$ cat src/rtl/global_defs_pkg.sv
// Shared types for the trace front end: parser opcodes, request record
// and the release FSM encoding used by trace_request_buffer.
package global_defs_pkg;

  localparam int DEF_ADDRESS_WIDTH = 32;
  localparam int DEF_TIME_WIDTH    = 64;
  localparam int DEF_CORE_WIDTH    = 4;

  // Opcodes produced by the trace parser.
  typedef enum logic [1:0] {
    OP_READ   = 2'd0,
    OP_WRITE  = 2'd1,
    OP_IFETCH = 2'd2
  } parsed_op_t;

  // One parsed request at the default field widths. The buffer itself packs
  // the same fields in the same order (time, core, opcode, address) at its
  // parametrised widths.
  typedef struct packed {
    logic [DEF_TIME_WIDTH-1:0]    req_time;
    logic [DEF_CORE_WIDTH-1:0]    core;
    parsed_op_t                   opcode;
    logic [DEF_ADDRESS_WIDTH-1:0] address;
  } trace_req_t;

  // Release FSM: IDLE = empty, WAIT = head not yet due, ISSUE = out_valid.
  typedef enum logic [1:0] {
    IDLE  = 2'd0,
    WAIT  = 2'd1,
    ISSUE = 2'd2
  } buffer_state_t;

endpackage

$ cat src/rtl/sync_fifo.sv
// In-order FIFO storage with occupancy count. Besides the head entry it
// exposes the upper PEEK_WIDTH bits of the entry behind the head, so the
// owner can predict what the head will look like after a pop.
module sync_fifo #(
  parameter int WIDTH      = 8,
  parameter int DEPTH      = 16,
  parameter int PEEK_WIDTH = WIDTH
) (
  input  logic                       clk,
  input  logic                       rst,
  input  logic                       push,
  input  logic                       pop,
  input  logic [WIDTH-1:0]           wr_data,
  output logic [WIDTH-1:0]           rd_data,
  output logic [PEEK_WIDTH-1:0]      rd_peek_next,
  output logic [$clog2(DEPTH+1)-1:0] count,
  output logic                       full,
  output logic                       empty
);

  localparam int AW = $clog2(DEPTH);
  localparam int CW = $clog2(DEPTH+1);
  localparam logic [CW-1:0] FULL_COUNT = CW'(DEPTH);

  logic [WIDTH-1:0] mem [DEPTH];
  logic [AW-1:0]    wr_ptr;
  logic [AW-1:0]    rd_ptr;
  logic [AW-1:0]    rd_ptr_inc;
  logic             push_ok;
  logic             pop_ok;

  assign full         = (count == FULL_COUNT);
  assign empty        = (count == '0);
  assign push_ok      = push && !full;
  assign pop_ok       = pop && !empty;
  assign rd_ptr_inc   = rd_ptr + AW'(1);
  assign rd_data      = mem[rd_ptr];
  assign rd_peek_next = mem[rd_ptr_inc][WIDTH-1 -: PEEK_WIDTH];

  // Pointers wrap modulo DEPTH; count tells full from empty.
  always_ff @(posedge clk or posedge rst) begin
    if (rst) begin
      wr_ptr <= '0;
      rd_ptr <= '0;
      count  <= '0;
    end else begin
      if (push_ok) wr_ptr <= wr_ptr + AW'(1);
      if (pop_ok)  rd_ptr <= rd_ptr_inc;
      case ({push_ok, pop_ok})
        2'b10:   count <= count + CW'(1);
        2'b01:   count <= count - CW'(1);
        default: count <= count;
      endcase
    end
  end

  // Storage array; contents are meaningless while empty, so no reset.
  always_ff @(posedge clk) begin
    if (push_ok) mem[wr_ptr] <= wr_data;
  end

endmodule

$ cat src/rtl/trace_request_buffer.sv
// Buffers parsed trace requests and releases each one to the memory
// controller once the simulated CPU clock reaches its arrival time.
// Handshakes: a transfer happens on a rising edge where valid && ready;
// valid never depends on ready, and the payload is held stable while
// valid is high and ready is low.
module trace_request_buffer
  import global_defs_pkg::*;
#(
  parameter int ADDRESS_WIDTH = 32,
  parameter int TIME_WIDTH    = 64,
  parameter int CORE_WIDTH    = 4,
  parameter int DEPTH         = 16
) (
  input  logic                       clk,
  input  logic                       rst,
  input  logic                       in_valid,
  output logic                       in_ready,
  input  logic [TIME_WIDTH-1:0]      in_time,
  input  logic [CORE_WIDTH-1:0]      in_core,
  input  parsed_op_t                 in_opcode,
  input  logic [ADDRESS_WIDTH-1:0]   in_address,
  output logic                       out_valid,
  input  logic                       out_ready,
  output logic [TIME_WIDTH-1:0]      out_time,
  output logic [CORE_WIDTH-1:0]      out_core,
  output parsed_op_t                 out_opcode,
  output logic [ADDRESS_WIDTH-1:0]   out_address,
  output logic [TIME_WIDTH-1:0]      clock_count,
  input  logic                       skip_en,
  output logic [$clog2(DEPTH+1)-1:0] count,
  output logic                       full,
  output logic                       empty,
  output logic                       order_err,
  output buffer_state_t              state
);

  localparam int CW  = $clog2(DEPTH+1);
  localparam int OPW = $bits(parsed_op_t);
  localparam int EW  = TIME_WIDTH + CORE_WIDTH + OPW + ADDRESS_WIDTH;

  logic [EW-1:0]         wr_data;
  logic [EW-1:0]         head_data;
  logic [TIME_WIDTH-1:0] head_time;
  logic [TIME_WIDTH-1:0] second_time;
  logic [TIME_WIDTH-1:0] last_time;
  logic [TIME_WIDTH-1:0] store_time;
  logic [TIME_WIDTH-1:0] clock_next;
  logic [TIME_WIDTH-1:0] next_head_time;
  logic [TIME_WIDTH:0]   clock_plus_one;
  logic                  out_of_order;
  logic                  push;
  logic                  pop;
  logic                  skip;
  logic                  will_be_empty;
  buffer_state_t         state_next;

  assign in_ready     = !full;
  assign push         = in_valid && in_ready;
  assign out_of_order = (in_time < last_time);
  assign store_time   = out_of_order ? last_time : in_time;
  assign wr_data      = {store_time, in_core, in_opcode, in_address};

  sync_fifo #(
    .WIDTH      (EW),
    .DEPTH      (DEPTH),
    .PEEK_WIDTH (TIME_WIDTH)
  ) u_fifo (
    .clk          (clk),
    .rst          (rst),
    .push         (push),
    .pop          (pop),
    .wr_data      (wr_data),
    .rd_data      (head_data),
    .rd_peek_next (second_time),
    .count        (count),
    .full         (full),
    .empty        (empty)
  );

  assign head_time = head_data[EW-1 -: TIME_WIDTH];
  assign out_valid = !empty && (head_time <= clock_count);
  assign pop       = out_valid && out_ready;

  // Fields read as zero while empty so no stale entry leaks after reset.
  assign out_time    = empty ? '0 : head_time;
  assign out_core    = empty ? '0 : head_data[ADDRESS_WIDTH+OPW +: CORE_WIDTH];
  assign out_opcode  = empty ? OP_READ : parsed_op_t'(head_data[ADDRESS_WIDTH +: OPW]);
  assign out_address = empty ? '0 : head_data[ADDRESS_WIDTH-1:0];

  // Next clock count: jump straight to a far-off head time when skipping,
  // otherwise count up and stick at all-ones.
  always_comb begin
    clock_next     = clock_count;
    clock_plus_one = {1'b0, clock_count} + (TIME_WIDTH+1)'(1);
    skip           = skip_en && !empty && ({1'b0, head_time} > clock_plus_one);
    if (skip) begin
      clock_next = head_time;
    end else if (clock_count != '1) begin
      clock_next = clock_count + TIME_WIDTH'(1);
    end
  end

  // Predict the post-edge head and occupancy so the registered state
  // matches the FIFO contents and clock count right after each edge.
  always_comb begin
    next_head_time = head_time;
    will_be_empty  = (empty && !push) || ((count == CW'(1)) && pop && !push);
    if (empty || (pop && count == CW'(1))) begin
      next_head_time = store_time;
    end else if (pop) begin
      next_head_time = second_time;
    end
    state_next = IDLE;
    if (!will_be_empty) begin
      state_next = (next_head_time <= clock_next) ? ISSUE : WAIT;
    end
  end

  // Release FSM state register.
  always_ff @(posedge clk or posedge rst) begin
    if (rst) state <= IDLE;
    else     state <= state_next;
  end

  // Simulated CPU clock, last pushed time and sticky ordering flag.
  always_ff @(posedge clk or posedge rst) begin
    if (rst) begin
      clock_count <= '0;
      last_time   <= '0;
      order_err   <= 1'b0;
    end else begin
      clock_count <= clock_next;
      if (push) begin
        last_time <= store_time;
        if (out_of_order) order_err <= 1'b1;
      end
    end
  end

endmodule

$ cat config.mk
export PLATFORM = sky130hd
export DESIGN_NAME = trace_request_buffer
export DESIGN_NICKNAME = d
export VERILOG_FILES = /design/src/rtl/global_defs_pkg.sv /design/src/rtl/sync_fifo.sv /design/src/rtl/trace_request_buffer.sv
export SDC_FILE = /design/constraint.sdc
export NUM_CORES = 2
export LEC_CHECK = 0
export CAP_MARGIN = 25
export CORE_ASPECT_RATIO = 0.7
export CORE_MARGIN = 2
export CORE_UTILIZATION = 65
export CTS_BUF_LIST = sky130_fd_sc_hd__clkbuf_8
export DETAILED_ROUTE_END_ITERATION = 10
export PLACE_DENSITY = 0.83
export SLEW_MARGIN = 10
export SYNTH_ARGS = -nofsm -noshare
export SYNTH_HDL_FRONTEND = slang
export SYNTH_HIERARCHICAL = 1
export SYNTH_SLANG_ARGS = --single-unit
$ cat constraint.sdc
create_clock -name clk -period 18.9 [get_ports clk]
set_input_delay 2.835 -clock clk [delete_from_list [all_inputs] [get_ports clk]]
set_output_delay 2.835 -clock clk [all_outputs]
set_load 0.005 [all_outputs]
==> flow_summary_export.csv <==
group,metric,value,unit
timing,tightest_slew,1.131,ns
synth,syn_inst,5067,
route,first_pass_iters,7,
timing,maxSlewViolCount,0,
clock_network,htreeDepth,5,
worst_setup_path,worstPathCellList,"buf_4 > buf_4 > mux4_2 > a22oi_1 > nand2_1 > ha_1 > nand4_1 > nor4_1 > nand4_1 > nor2_1 > a211o_1 > nor3_1 > a21o_1 > clkdlybuf4s50_1",
timing,min_period,10.47,ns
final_layout,syn_to_final_growth,11.57,%
worst_setup_path,cp_max_fo,51,
route,avgViaCountPerCell,7.243,
global_route,grt_pass1_wl,351700,um
die,fp.dieW,435.4,um
synth,synth_area,0.08468,sq mm
global_route,grt_max_degree,141,
synth,async_flop_share,8.108,%
clock_network,cts_setup_buffers,0,
synth,synth_edf_count,1632,
placed_design,globalplace.congestion,0.9515,
worst_setup_path,path_buf_inv,3,
min_path,hold_class,"reg -> reg",
worst_setup_path,endpoint,"out_valid",
synth,syn_nets,5440,
synth,synthTopCellsByArea,"edfxtp_1 (58%), mux4_2 (18%), dfrtp_1 (4.3%)",
clock_network,clockBufferDepth,4,
worst_setup_path,cp-end-kind,"output pin",
route,drc_errors,0,
synth,synth_seq_area_share,62.13,%
route,vias,53330,
worst_setup_path,crit_arrival,7.64,ns
timing,maxSlewHeadroom,24.40,%
synth,yosys.area.top_type_share,57.87,%
clock_network,cts.repair.resized,0,
synth,synth_seq_cells,1776,
global_route,grt-ovfl-total,0,
run_status,outcome,"complete, no violations",
die,rows,110,
synth,post_synth_num_cell_types,74,
die,chipHeight,306.0,um
global_route,grt_pass1_vias,52940,
route,wirelength,241600,um
worst_setup_path,critPathRequiredTime,16.07,ns
final_layout,final_layout_size_suffix_gt1_share,21.48,%
worst_setup_path,cp-start-kind,"flip-flop",
worst_setup_path,rrSetupSlack,8.47,ns
worst_setup_path,cp_top_family,"buffers and inverters",
global_route,grt_antenna_before_repair,7,
clock_network,clk_latency,1.04,ns
route,detail_route.wl_per_cell,32.82,um
worst_setup_path,max_stage_delay,0.97,ns
synth,ys_warn_count,6,
clock_network,cts_tree,"yes",
synth,ys.flop_type,"edfxtp_1",
clock_network,clock_sinks,1776,
final_layout,final_cells,7363,
worst_setup_path,reg2regPathDepth,24,
timing,skew,0.06827,ns
timing,hold_viol,0,
route,drtAntennaViolNets,0,
clock_network,clk_pin_slew,0.06,ns
die,pin_count,285,
placed_design,dp_cells,6865,
power_and_ir_drop,power.leakage,0.03238,uW
final_layout,final_nets,5801,
die,initial_core_util,65.67,%
power_and_ir_drop,ir_worst_vdd,0.1643,mV
synth,postSynthAreaPerCell,16.71,sq um
clock_network,ctsHoldBuffers,0,
synth,synth_top_area_cell,"edfxtp_1",
worst_setup_path,worstReg2RegEnd,"state[1]",
flow_run,maxCapViolCount,0,
power_and_ir_drop,power.density,179.9,mW/mm^2
timing,rsz0062_at_grt,"no",
clock_network,clockRootBuffer,"clkbuf_8",
timing,setup_viol,0,
worst_setup_path,r2r-start,"u_fifo/rd_ptr[1]",
route,drtIter0Drc,8360,
placed_design,portBuffers,284,
worst_setup_path,cp.depth,14,
timing,fin_crit_sh,55.41,%
worst_setup_path,crit_path_top_delay_cell,"dfrtp_4",
die,dieArea,0.1332,sq mm
worst_setup_path,critPathKind,"reg -> out",
global_route,grtUsageTotal,36.32,%
timing,fmax,0.09549,GHz
worst_setup_path,startpoint,"u_fifo/rd_ptr[1]",
clock_network,cts_buffers,286,
die,fp.coreArea,0.1290,sq mm
timing,tns,0,ns
placed_design,hpwl,146300,um
==> Yosys cell counts (all sizes together) (4+ instances only) <==
cell and instances:
o22ai 77, nor4 18, nor2 87, o21ai 108, edfxtp 1632, a21o 59
o31ai 4, o21bai 4, or4 6, xnor2 70, clkbuf 113, and2 8
ha 265, xor2 5, nand2b 8, nand2 382, o2bb2ai 19, a211oi 11
or3 5, nand3 49, nor3 25, o21a 58, mux4 664, dfrtp 144
buf 202, and3 8, inv 241, a2111oi 4, nand4 65, o211ai 5
nor2b 110, a22oi 332, o221ai 11, a2bb2oi 37, mux2i 27, a21oi 128
or2 6, mux2 38
==> cells by family after synthesis <==
kind of cell,count (synthesis),synth area share [%]
AND/OR/NAND/NOR,785,4.373
AO/OA/AOI/OAI,880,7.264
multiplexers,729,18.48
buffers and inverters,556,3.038
XOR/XNOR,75,0.7757
adder cells (fa/ha/maj),266,3.939
flip-flops,1776,62.13
==> placed cells by master, fill, tap and decap left out, drive strengths merged, types with 25 or more instances in the layout <==
| cell | instances |
|---|---|
| a21o | 59 |
| a21oi | 128 |
| a22oi | 332 |
| a2bb2oi | 37 |
| buf | 102 |
| clkbuf | 306 |
| clkdlybuf4s50 | 284 |
| clkinv | 77 |
| dfrtp | 144 |
| edfxtp | 1632 |
| ha | 265 |
| inv | 324 |
| mux2 | 38 |
| mux2i | 27 |
| mux4 | 664 |
| nand2 | 382 |
| nand3 | 49 |
| nand4 | 65 |
| nor2 | 87 |
| nor2b | 110 |
| nor3 | 25 |
| o21a | 58 |
| o21ai | 108 |
| o22ai | 77 |
| xnor2 | 70 |
==> metal layers <==
metal,track usage [%],wire (um),vias up
met5,0,24,-
met2,53.97,109600,4404
met4,19.18,13930,4
li1,-,-,21360
met1,49.65,83660,26750
met3,10.38,34370,810
==> flip-flops by register name, summed over array words and instances (netlist names) <==
register	cells
u_fifo/mem	1632
state	2
last_time	64
u_fifo/count	5
clock_count	64
order_err	1
u_fifo/wr_ptr	4
u_fifo/rd_ptr	4
==> final cells by class <==
| cell class | instances | area, sq um |
|---|---|---|
| Tap cell | 1736 | 2172 |
| Fill cell | 7438 | 34480 |
| Sequential cell | 1776 | 52620 |
| Multi-Input combinational cell | 2735 | 29740 |
| Inverter | 241 | 909.6 |
| Clock buffer | 305 | 4198 |
| Clock inverter | 174 | 912.1 |
| Timing Repair Buffer | 388 | 3914 |
| Antenna cell | 8 | 20.02 |
==> worst min path at each step <==
stage / from / end / slack (ns) / depth (start not counted)
2_1_floorplan: order_err / order_err / 0.47 / 1
3_3_place_gp: last_time[0] / last_time[0] / 0.51 / 1
3_5_place_dp: last_time[0] / last_time[0] / 0.52 / 1
4_1_cts: last_time[0] / last_time[0] / 0.55 / 1
5_1_grt: order_err / order_err / 0.57 / 1
6_report: last_time[0] / last_time[0] / 0.55 / 1
==> where the power goes <==
| group | leakage, uW | switching (uW) | internal [uW] |
|---|---|---|---|
| Clock | 0.00291 | 1500 | 1590 |
| Sequential | 0.0160 | 345 | 4720 |
| Combinational | 0.0135 | 5090 | 3750 |
| Total | 0.0324 | 6940 | 10100 |
==> through the flow <==
| stage | hold WS [ns] | util [%] | setup WS [ns] | cell area [sq um] | power, uW |
|---|---|---|---|---|---|
| floorplan | 0.4678 | - | 7.804 | 84680 | 10730 |
| global placement | 0.5134 | 69.03 | 8.561 | 89030 | 13460 |
| detailed placement | 0.5224 | 69.08 | 8.749 | 89090 | 13660 |
| CTS | 0.5468 | 73.04 | 8.427 | 94200 | 16750 |
| global route | 0.5692 | 73.26 | 8.027 | 94480 | 17670 |
| finish | 0.5459 | 73.27 | 8.427 | 94480 | 17000 |
No activity file was read; power rests on OpenSTA's default activity.
